## src/rtl/reg_file_pkg.sv

```systemverilog
// Shared sizing defaults and sweep FSM state encoding for the register file.
package reg_file_pkg;

    localparam int unsigned DATA_W   = 8;
    localparam int unsigned ADDR_W   = 3;
    localparam int unsigned NUM_REGS = 8;

    typedef enum logic [0:0] {
        IDLE  = 1'b0,
        SWEEP = 1'b1
    } sweep_state_t;

endpackage

```

## src/rtl/reg_file_if.sv

```systemverilog
// Register-file bus: read ports, write-back, flag update and clear-sweep handshake.
interface reg_file_if
    import reg_file_pkg::*;
#(
    parameter int unsigned DATA_W = reg_file_pkg::DATA_W,
    parameter int unsigned ADDR_W = reg_file_pkg::ADDR_W
);

    logic [ADDR_W-1:0] RdAddrA;
    logic [ADDR_W-1:0] RdAddrB;
    logic [DATA_W-1:0] RdDataA;
    logic [DATA_W-1:0] RdDataB;
    logic [ADDR_W-1:0] WrAddr;
    logic [DATA_W-1:0] WrData;
    logic              WrEn;
    logic              FlagEn;
    logic              ZeroIn;
    logic              CarryIn;
    logic              ZeroFlag;
    logic              CarryFlag;
    logic              Clear;
    logic              Busy;

    modport master (
        output RdAddrA, RdAddrB, WrAddr, WrData, WrEn,
        output FlagEn, ZeroIn, CarryIn, Clear,
        input  RdDataA, RdDataB, ZeroFlag, CarryFlag, Busy
    );

    modport slave (
        input  RdAddrA, RdAddrB, WrAddr, WrData, WrEn,
        input  FlagEn, ZeroIn, CarryIn, Clear,
        output RdDataA, RdDataB, ZeroFlag, CarryFlag, Busy
    );

endinterface

```

## src/rtl/reg_file_clear_sequencer.sv

```systemverilog
// Clear-sweep FSM: walks an address counter over every register, one per cycle,
// raising Busy for exactly NUM_REGS cycles after a Clear request.
module clear_sequencer
    import reg_file_pkg::*;
#(
    parameter int unsigned ADDR_W   = reg_file_pkg::ADDR_W,
    parameter int unsigned NUM_REGS = reg_file_pkg::NUM_REGS
) (
    input  logic              clk,
    input  logic              reset_n,
    input  logic              Clear,
    output logic              Busy,
    output logic              SweepEn,
    output logic [ADDR_W-1:0] SweepAddr,
    output logic              FlagClr
);

    localparam logic [ADDR_W-1:0] LAST_ADDR = ADDR_W'(NUM_REGS - 1);

    sweep_state_t      state;
    sweep_state_t      state_next;
    logic [ADDR_W-1:0] cnt;

    always_ff @(posedge clk or negedge reset_n) begin
        if (!reset_n) begin
            state <= IDLE;
        end else begin
            state <= state_next;
        end
    end

    always_ff @(posedge clk or negedge reset_n) begin
        if (!reset_n) begin
            cnt <= '0;
        end else if (state == IDLE) begin
            if (Clear) begin
                cnt <= '0;
            end
        end else begin
            cnt <= cnt + ADDR_W'(1);
        end
    end

    always_comb begin
        state_next = state;
        unique case (state)
            IDLE:    if (Clear) state_next = SWEEP;
            SWEEP:   if (cnt == LAST_ADDR) state_next = IDLE;
            default: state_next = IDLE;
        endcase
    end

    always_comb begin
        Busy    = 1'b0;
        SweepEn = 1'b0;
        FlagClr = 1'b0;
        unique case (state)
            IDLE:    FlagClr = Clear;
            SWEEP: begin
                Busy    = 1'b1;
                SweepEn = 1'b1;
            end
            default: ;
        endcase
    end

    assign SweepAddr = cnt;

endmodule

```

## src/rtl/reg_file.sv

```systemverilog
// 8x8 register file with ALU status flags and a hardware clear sweep.
// Define REGFILE_BYPASS_EN to forward same-cycle write data onto the read ports.
module reg_file
    import reg_file_pkg::*;
#(
    parameter int unsigned DATA_W   = reg_file_pkg::DATA_W,
    parameter int unsigned ADDR_W   = reg_file_pkg::ADDR_W,
    parameter int unsigned NUM_REGS = reg_file_pkg::NUM_REGS
) (
    input  logic       clk,
    input  logic       reset_n,
    reg_file_if.slave  bus
);

    logic [DATA_W-1:0] regs [NUM_REGS];
    logic              busy;
    logic              sweep_en;
    logic              flag_clr;
    logic [ADDR_W-1:0] sweep_addr;
    logic              wr_ok;
    logic              flag_ok;
    logic              zero_flag;
    logic              carry_flag;

    clear_sequencer #(
        .ADDR_W   (ADDR_W),
        .NUM_REGS (NUM_REGS)
    ) u_seq (
        .clk       (clk),
        .reset_n   (reset_n),
        .Clear     (bus.Clear),
        .Busy      (busy),
        .SweepEn   (sweep_en),
        .SweepAddr (sweep_addr),
        .FlagClr   (flag_clr)
    );

    // A Clear accepted in IDLE wins over any same-cycle write or flag update.
    assign wr_ok   = bus.WrEn   && !busy && !bus.Clear;
    assign flag_ok = bus.FlagEn && !busy && !bus.Clear;

    always_ff @(posedge clk or negedge reset_n) begin
        if (!reset_n) begin
            for (int unsigned i = 0; i < NUM_REGS; i++) begin
                regs[i] <= '0;
            end
        end else if (sweep_en) begin
            regs[sweep_addr] <= '0;
        end else if (wr_ok) begin
            regs[bus.WrAddr] <= bus.WrData;
        end
    end

    always_ff @(posedge clk or negedge reset_n) begin
        if (!reset_n) begin
            zero_flag  <= 1'b0;
            carry_flag <= 1'b0;
        end else if (flag_clr) begin
            zero_flag  <= 1'b0;
            carry_flag <= 1'b0;
        end else if (flag_ok) begin
            zero_flag  <= bus.ZeroIn;
            carry_flag <= bus.CarryIn;
        end
    end

`ifdef REGFILE_BYPASS_EN
    assign bus.RdDataA = (wr_ok && (bus.RdAddrA == bus.WrAddr)) ? bus.WrData : regs[bus.RdAddrA];
    assign bus.RdDataB = (wr_ok && (bus.RdAddrB == bus.WrAddr)) ? bus.WrData : regs[bus.RdAddrB];
`else
    assign bus.RdDataA = regs[bus.RdAddrA];
    assign bus.RdDataB = regs[bus.RdAddrB];
`endif

    assign bus.ZeroFlag  = zero_flag;
    assign bus.CarryFlag = carry_flag;
    assign bus.Busy      = busy;

endmodule
```

## src/flat_wrapper.sv

```systemverilog
// flat-port wrapper written by rule: the top's interface ports become plain ports
module reg_file_flat import reg_file_pkg::*;
#(
    parameter int unsigned DATA_W   = reg_file_pkg::DATA_W,
    parameter int unsigned ADDR_W   = reg_file_pkg::ADDR_W,
    parameter int unsigned NUM_REGS = reg_file_pkg::NUM_REGS
)
  (clk, reset_n, bus_RdAddrA, bus_RdAddrB, bus_WrAddr, bus_WrData, bus_WrEn, bus_FlagEn, bus_ZeroIn, bus_CarryIn, bus_Clear, bus_RdDataA, bus_RdDataB, bus_ZeroFlag, bus_CarryFlag, bus_Busy);
  reg_file_if #(.DATA_W(DATA_W), .ADDR_W(ADDR_W)) bus_i ();
  input  logic clk;
  input  logic reset_n;
  input wire logic [$bits(bus_i.RdAddrA)-1:0] bus_RdAddrA;
  input wire logic [$bits(bus_i.RdAddrB)-1:0] bus_RdAddrB;
  input wire logic [$bits(bus_i.WrAddr)-1:0] bus_WrAddr;
  input wire logic [$bits(bus_i.WrData)-1:0] bus_WrData;
  input wire logic [$bits(bus_i.WrEn)-1:0] bus_WrEn;
  input wire logic [$bits(bus_i.FlagEn)-1:0] bus_FlagEn;
  input wire logic [$bits(bus_i.ZeroIn)-1:0] bus_ZeroIn;
  input wire logic [$bits(bus_i.CarryIn)-1:0] bus_CarryIn;
  input wire logic [$bits(bus_i.Clear)-1:0] bus_Clear;
  output wire logic [$bits(bus_i.RdDataA)-1:0] bus_RdDataA;
  output wire logic [$bits(bus_i.RdDataB)-1:0] bus_RdDataB;
  output wire logic [$bits(bus_i.ZeroFlag)-1:0] bus_ZeroFlag;
  output wire logic [$bits(bus_i.CarryFlag)-1:0] bus_CarryFlag;
  output wire logic [$bits(bus_i.Busy)-1:0] bus_Busy;
  assign bus_i.RdAddrA = bus_RdAddrA;
  assign bus_i.RdAddrB = bus_RdAddrB;
  assign bus_i.WrAddr = bus_WrAddr;
  assign bus_i.WrData = bus_WrData;
  assign bus_i.WrEn = bus_WrEn;
  assign bus_i.FlagEn = bus_FlagEn;
  assign bus_i.ZeroIn = bus_ZeroIn;
  assign bus_i.CarryIn = bus_CarryIn;
  assign bus_i.Clear = bus_Clear;
  assign bus_RdDataA = bus_i.RdDataA;
  assign bus_RdDataB = bus_i.RdDataB;
  assign bus_ZeroFlag = bus_i.ZeroFlag;
  assign bus_CarryFlag = bus_i.CarryFlag;
  assign bus_Busy = bus_i.Busy;
  reg_file #(.DATA_W(DATA_W), .ADDR_W(ADDR_W), .NUM_REGS(NUM_REGS)) u_core (.clk(clk), .reset_n(reset_n), .bus(bus_i));
endmodule
```

## config.mk

```make
export PLATFORM = sky130hd
export DESIGN_NAME = reg_file_flat
export DESIGN_NICKNAME = d
export VERILOG_FILES = /design/src/rtl/reg_file_pkg.sv /design/src/rtl/reg_file_if.sv /design/src/rtl/reg_file_clear_sequencer.sv /design/src/rtl/reg_file.sv /design/src/flat_wrapper.sv
export SDC_FILE = /design/constraint.sdc
export NUM_CORES = 1
export LEC_CHECK = 0
export CORE_MARGIN = 10
export CORE_UTILIZATION = 45
export DETAILED_ROUTE_END_ITERATION = 8
export MAX_ROUTING_LAYER = met4
export PLACE_DENSITY = 0.68
export SLEW_MARGIN = 5
export SYNTH_ARGS = -nofsm -noshare
export SYNTH_HDL_FRONTEND = slang
export SYNTH_SLANG_ARGS = --single-unit
```

## constraint.sdc

```tcl
create_clock -name clk -period 2.9 [get_ports clk]
set_clock_uncertainty 0.1 [all_clocks]
set_input_delay 0.435 -clock clk [delete_from_list [all_inputs] [get_ports clk]]
set_output_delay 0.435 -clock clk [all_outputs]
set_load 0.005 [all_outputs]
```

==> results of run 1 <==
-- timing repair --
item / in CTS / in global routing
resized for setup: 10 / 5
setup buffers: 2 / 0
gates cloned: 2 / 0
setup endpoints to repair: 16 / 6
-- routing by layer --
layer	track usage (%)	wire length, um	vias to the layer above
li1	-	-	1262
met1	22.7	4680	1459
met2	28.9	5290	111
met3	4.50	942	20
met4	4.75	284	0
met5	-	0	-
-- registers in the layout (all words and copies together), names as in the netlist --
register                cells
u_core.u_seq.state          1
u_core.bus.ZeroFlag         1
u_core.u_seq.SweepAddr      3
u_core.bus.CarryFlag        1
u_core.regs                64
-- cell usage in the layout, fill, tap and decap left out, types with 5 or more instances in the layout --
| cell type | count |
|---|---|
| dfrtp_1 | 70 |
| nand2_1 | 68 |
| mux2i_1 | 65 |
| clkdlybuf4s50_1 | 33 |
| mux4_2 | 20 |
| mux2_4 | 14 |
| mux4_1 | 12 |
| buf_4 | 11 |
| clkbuf_8 | 9 |
| inv_1 | 8 |
| nand2_2 | 6 |
| buf_12 | 5 |
-- stage by stage --
stage / instances / utilization [%] / setup slack, ns
6_report: 481 / 56.2 / 0.0733
5_1_grt: 481 / 56.2 / 0.0288
4_1_cts: 481 / 56.1 / 0.00426
3_5_place_dp: 461 / 53.5 / -0.0911
3_3_place_gp: 461 / 53.5 / -0.0904
2_1_floorplan: 318 / - / 0.937
-- worst max-delay path, cell delays in order --
cell,delay [ns]
dlygate4sd2_1,0.30
bufbuf_16,0.32
mux4_2,0.49
mux2_4,0.28
clkdlybuf4s50_1,0.46
-- worst max path at each step --
stage,startpoint,end,cells past startpoint,slack [ns]
6_report,bus_RdAddrB[0],bus_RdDataB[3],5,0.07
3_3_place_gp,bus_RdAddrB[0],bus_RdDataB[6],5,-0.09
3_5_place_dp,bus_RdAddrA[0],bus_RdDataA[0],5,-0.09
2_1_floorplan,bus_RdAddrA[0],bus_RdDataA[0],4,0.94
5_1_grt,bus_RdAddrA[0],bus_RdDataA[3],5,0.03
4_1_cts,bus_RdAddrA[2],bus_RdDataA[5],5,0.004
-- power breakdown --
| group | leakage (nW) | switching, mW | internal, mW |
|---|---|---|---|
| sequential | 0.946 | 0.313 | 1.29 |
| clock | 0.0968 | 0.380 | 0.392 |
| combinational | 1.61 | 0.572 | 0.726 |
| total | 2.65 | 1.27 | 2.41 |
-- cell families after synthesis --
family                   after synthesis  share of synthesized area [%]
flip-flops                            70                           42.2
buffers and inverters                 29                           4.07
adder cells (fa/ha/maj)                2                          0.603
multiplexers                         113                           40.3
AND/OR/NAND/NOR                       97                           12.0
AO/OA/AOI/OAI                          7                          0.844
-- final cells by class --
type                    instances  area, um2  area share (%)
inverters                       8       30.0           0.604
repair buffers                 60        669            13.5
flip-flops and latches         70       1750            35.2
clock inverters                 5       50.0            1.01
clock buffers                  11        131            2.64
multi-input cells             219       2210            44.4
well taps                     108        135            2.72
==> impl_metrics.tcl, run 1 <==
set metrics [dict create \
    outcome "finished clean" \
    numCtsBuffers 9 \
    antenna_found_initial 0 \
    drtIter0Drc 223 \
    maxCapViolations 0 \
    overflow 0 \
    grt_usage_pct 18.2 \
    power.density_mw_per_mm2 738 \
    dieArea_mm2 0.0135 \
    fp.coreArea_mm2 0.00885 \
    r2r-end "u_core.regs[43]$_DFFE_PN0P_" \
    slew_viol_final 0 \
    synth-edff-count 0 \
    grt_max_degree 43 \
    grt_pass1_vias 3067 \
    via_count 2852 \
    cp_max_fo 7 \
    clkSinkCount 70 \
    synthTopCellsByCount "dfrtp_1 (70), nand2_1 (68), mux2i_1 (65)" \
    start_util_pct 46.9 \
    hold_violations 0 \
    finalSetupViolCount 0 \
    synth.most_common_cell "dfrtp_1" \
    clkTransAtPathRegs_ns 0.09 \
    ir_drop_mv 0.394 \
    h-tree-depth 3 \
    total_power_mw 3.67 \
    critPathKind "in -> out" \
    synth_area_leaders "dfrtp_1 (42%), mux2i_1 (16%), mux4_1 (11%)" \
    rr_startpoint "u_core.u_seq.state$_DFF_PN0_" \
    layout-drive-gt1-share_pct 21.7 \
    die_y_um 116 \
    synth_largest_area_cell "dfrtp_1" \
    n_fill_cell 768 \
    min_period_over_period_pct 97.5 \
    syn_avg_cell_area_um2 13.1 \
    ios 43 \
    final_cell_area_mm2 0.00497 \
    p_leak_nw 2.65 \
    rsz0062_at_grt "false" \
    hold_ws_ns 0.0321 \
    place_hpwl_um 7440 \
    wl_per_cell_um 23.3 \
    syn_inst 318 \
    drtAntennaViolNets 0 \
    cts_buffer_depth 2 \
    cts_root_buf "clkbuf_8" \
    tns_ns 0 \
    yosysWarnings 0 \
    start_kind "input pin" \
    crit_required_ns 2.37 \
    ys_ff_latch 70 \
    first_pass_iters 4 \
    slew_headroom_pct 50.4 \
    async_flop_share_pct 100 \
    row_count 34 \
    grt_pass1_wl_um 17800 \
    regToRegSetupSlack_ns 0.90 \
    fin_crit_ns 2.83 \
    max_freq_ghz 0.354 \
    clk-insertion-delay-late_ns 0.35 \
    layout.nets 394 \
    n_antenna_cell 0 \
    vias_per_cell 5.93 \
    cts_hold_buf 0 \
    dpl_cell_area_mm2 0.00473 \
    area_growth_syn_to_layout_pct 19.9 \
    ys_seq_area_share_pct 42.2 \
    synthFlopType "dfrtp_1" \
    cts_tree "yes" \
    crit_arrival_ns 2.29 \
    worstHoldPathType "in -> async" \
    syn-num-nets 344 \
    worst_setup_path_end_kind "output pin" \
    place.gp.congestion 0.815 \
    r2r_cells 3 \
    port-buffer-count 42 \
    netlist.area_leader.share_pct 42.2 \
    drc 0 \
    synth_cell_types 31 \
    syn-cell-area_mm2 0.00415 \
    wirelength_um 11200 \
    tightest_slew_ns 0.743 \
    die_width_um 116 \
]
Note: power is estimated with default switching activity, not from simulation.
==> run 2, diff against run 1 <==
Settings changed: ABC_CLOCK_PERIOD_IN_PS from default to 2900, MAX_ROUTING_LAYER met4 to default, REMOVE_ABC_BUFFERS from default to 1.
==> run 2 against run 1 <==
Effect of this change:
- clock power increased by 20%
- non-clock buffer count decreased by 1
- first-iteration DRC count decreased by 29%
- die area unchanged
- power increased by 2.9%
- combinational power decreased by 3%
- critical path type unchanged
- largest cell class unchanged
==> impl_metrics.tcl, run 2 (synthesized netlist as in run 1, its figures left out) <==
set metrics [dict create \
    dieArea_mm2 0.0135 \
    crit_arrival_ns 2.31 \
    slew_viol_final 0 \
    h-tree-depth 3 \
    antenna_found_initial 0 \
    hold_violations 0 \
    port-buffer-count 42 \
    hold_ws_ns 0.415 \
    overflow 0 \
    rsz0062_at_grt "false" \
    layout.nets 393 \
    grt_max_degree 27 \
    worst_slack_ns 0.0581 \
    drc 0 \
    crit_required_ns 2.37 \
    die_width_um 116 \
    critPathKind "in -> out" \
    power.density_mw_per_mm2 757 \
    fin_crit_ns 2.84 \
    min_period_over_period_pct 98.0 \
    grt_usage_pct 16.5 \
    ios 43 \
    fp.coreArea_mm2 0.00885 \
    top_register "u_core.regs" \
    crit_chain "clkdlybuf4s50_1 > buf_4 > mux4_1 > mux2_2 > dlygate4sd2_1" \
    row_count 34 \
    drtAntennaViolNets 0 \
    cp_max_fo 15 \
    cts_tree "yes" \
    slowest_stage "mux4_1" \
    vias_per_cell 5.81 \
    ir_drop_mv 0.360 \
    tightest_slew_ns 0.673 \
    path_delay_family "buffers and inverters" \
    die_y_um 116 \
    worstHoldPathType "reg -> reg" \
    worst_setup_path_end_kind "output pin" \
    maxCapViolations 0 \
    largest_reg_flops 64 \
    mostFrequentLayoutCells "dfrtp_1 (70), nand2_1 (68), mux2i_1 (65), clkdlybuf4s50_1 (33), mux4_1 (17)" \
    max_freq_ghz 0.352 \
    clk-insertion-delay-late_ns 0.36 \
    start_util_pct 46.9 \
    max_stage_delay_ns 0.60 \
    tns_ns 0 \
    p_leak_nw 2.65 \
    wl_per_cell_um 22.3 \
    via_count 2788 \
    grt_pass1_vias 2907 \
    clkSinkCount 70 \
    area_growth_syn_to_layout_pct 20.3 \
    clkTransAtPathRegs_ns 0.08 \
    numCtsBuffers 9 \
    post-place-ws_ns -0.105 \
    grt_pass1_wl_um 16600 \
    wirelength_um 10700 \
    layout-drive-gt1-share_pct 20.4 \
    slew_headroom_pct 55.1 \
    final_common_cell "dfrtp_1" \
    cts_buffer_depth 2 \
    drtIter0Drc 158 \
    place.gp.congestion 0.772 \
    dp.cells 461 \
    n_antenna_cell 0 \
    crit_buf_inv 3 \
    first_pass_iters 4 \
    fin_cells 480 \
    finalSetupViolCount 0 \
    total_power_mw 3.78 \
    place_hpwl_um 7130 \
    cts_root_buf "clkbuf_8" \
    outcome "finished clean" \
    start_kind "input pin" \
]
[run 2: repair_timing]
| action | in CTS | in global routing |
|---|---|---|
| buffers inserted | 2 | 0 |
| hold endpoints to repair | 20 | 0 |
| cloned | 2 | 0 |
| gates resized for setup | 8 | 2 |
| setup endpoints to repair | 16 | 7 |
| hold buffers | 1 | 0 |
[run 2: cell type report]
cell class / count / area, um2
fillers: 738 / 3860
inverters: 8 / 30.0
flip-flops and latches: 70 / 1750
clock buffers: 9 / 124
clock inverters: 7 / 106
repair buffers: 59 / 618
well taps: 108 / 135
multi-input cells: 219 / 2230
[run 2: per-layer routing]
metal	GRT usage, %	vias up	part of all wire, %	wire, um
li1	-	1269	-	-
met1	19.7	1446	42	4450
met2	28.6	58	52	5590
met3	3.51	15	4.3	456
met4	6.59	0	1.8	193
met5	0	-	0	0
[run 2: tightest hold or removal path: stages, from the launching register on]
cell and delay, ns:
dfrtp_1 0.36, nand2_1 0.05, o21ai_0 0.06
[run 2: path summary, 6_finish.rpt]
check	startpoint	to	slack, ns	cells after the start
worst min register to register	u_core.bus.ZeroFlag$_DFFE_PN0P_	u_core.bus.ZeroFlag$_DFFE_PN0P_	0.41	2
worst min-delay path	u_core.bus.ZeroFlag$_DFFE_PN0P_	u_core.bus.ZeroFlag$_DFFE_PN0P_	0.41	2
max in group asynchronous	reset_n	u_core.regs[51]$_DFFE_PN0P_	1.47	3
min in group asynchronous	reset_n	u_core.u_seq.SweepAddr[1]$_DFFE_PN0P_	0.47	2
worst max-delay path	bus_RdAddrA[2]	bus_RdDataA[7]	0.06	5
worst max register to register	u_core.u_seq.state$_DFF_PN0_	u_core.regs[58]$_DFFE_PN0P_	0.92	3
[run 2: power breakdown]
part	internal, mW	leakage, nW	switching (mW)
sequential	1.29	0.946	0.303
clock	0.498	0.116	0.428
combinational	0.710	1.59	0.552
[run 2: through the flow]
stage | util, % | instance area, um2
after floorplan | - | 4010
after global routing | 56.4 | 4990
final | 56.4 | 4990
after global placement | 53.0 | 4690
after detailed placement | 53.0 | 4690
after CTS | 56.6 | 5010
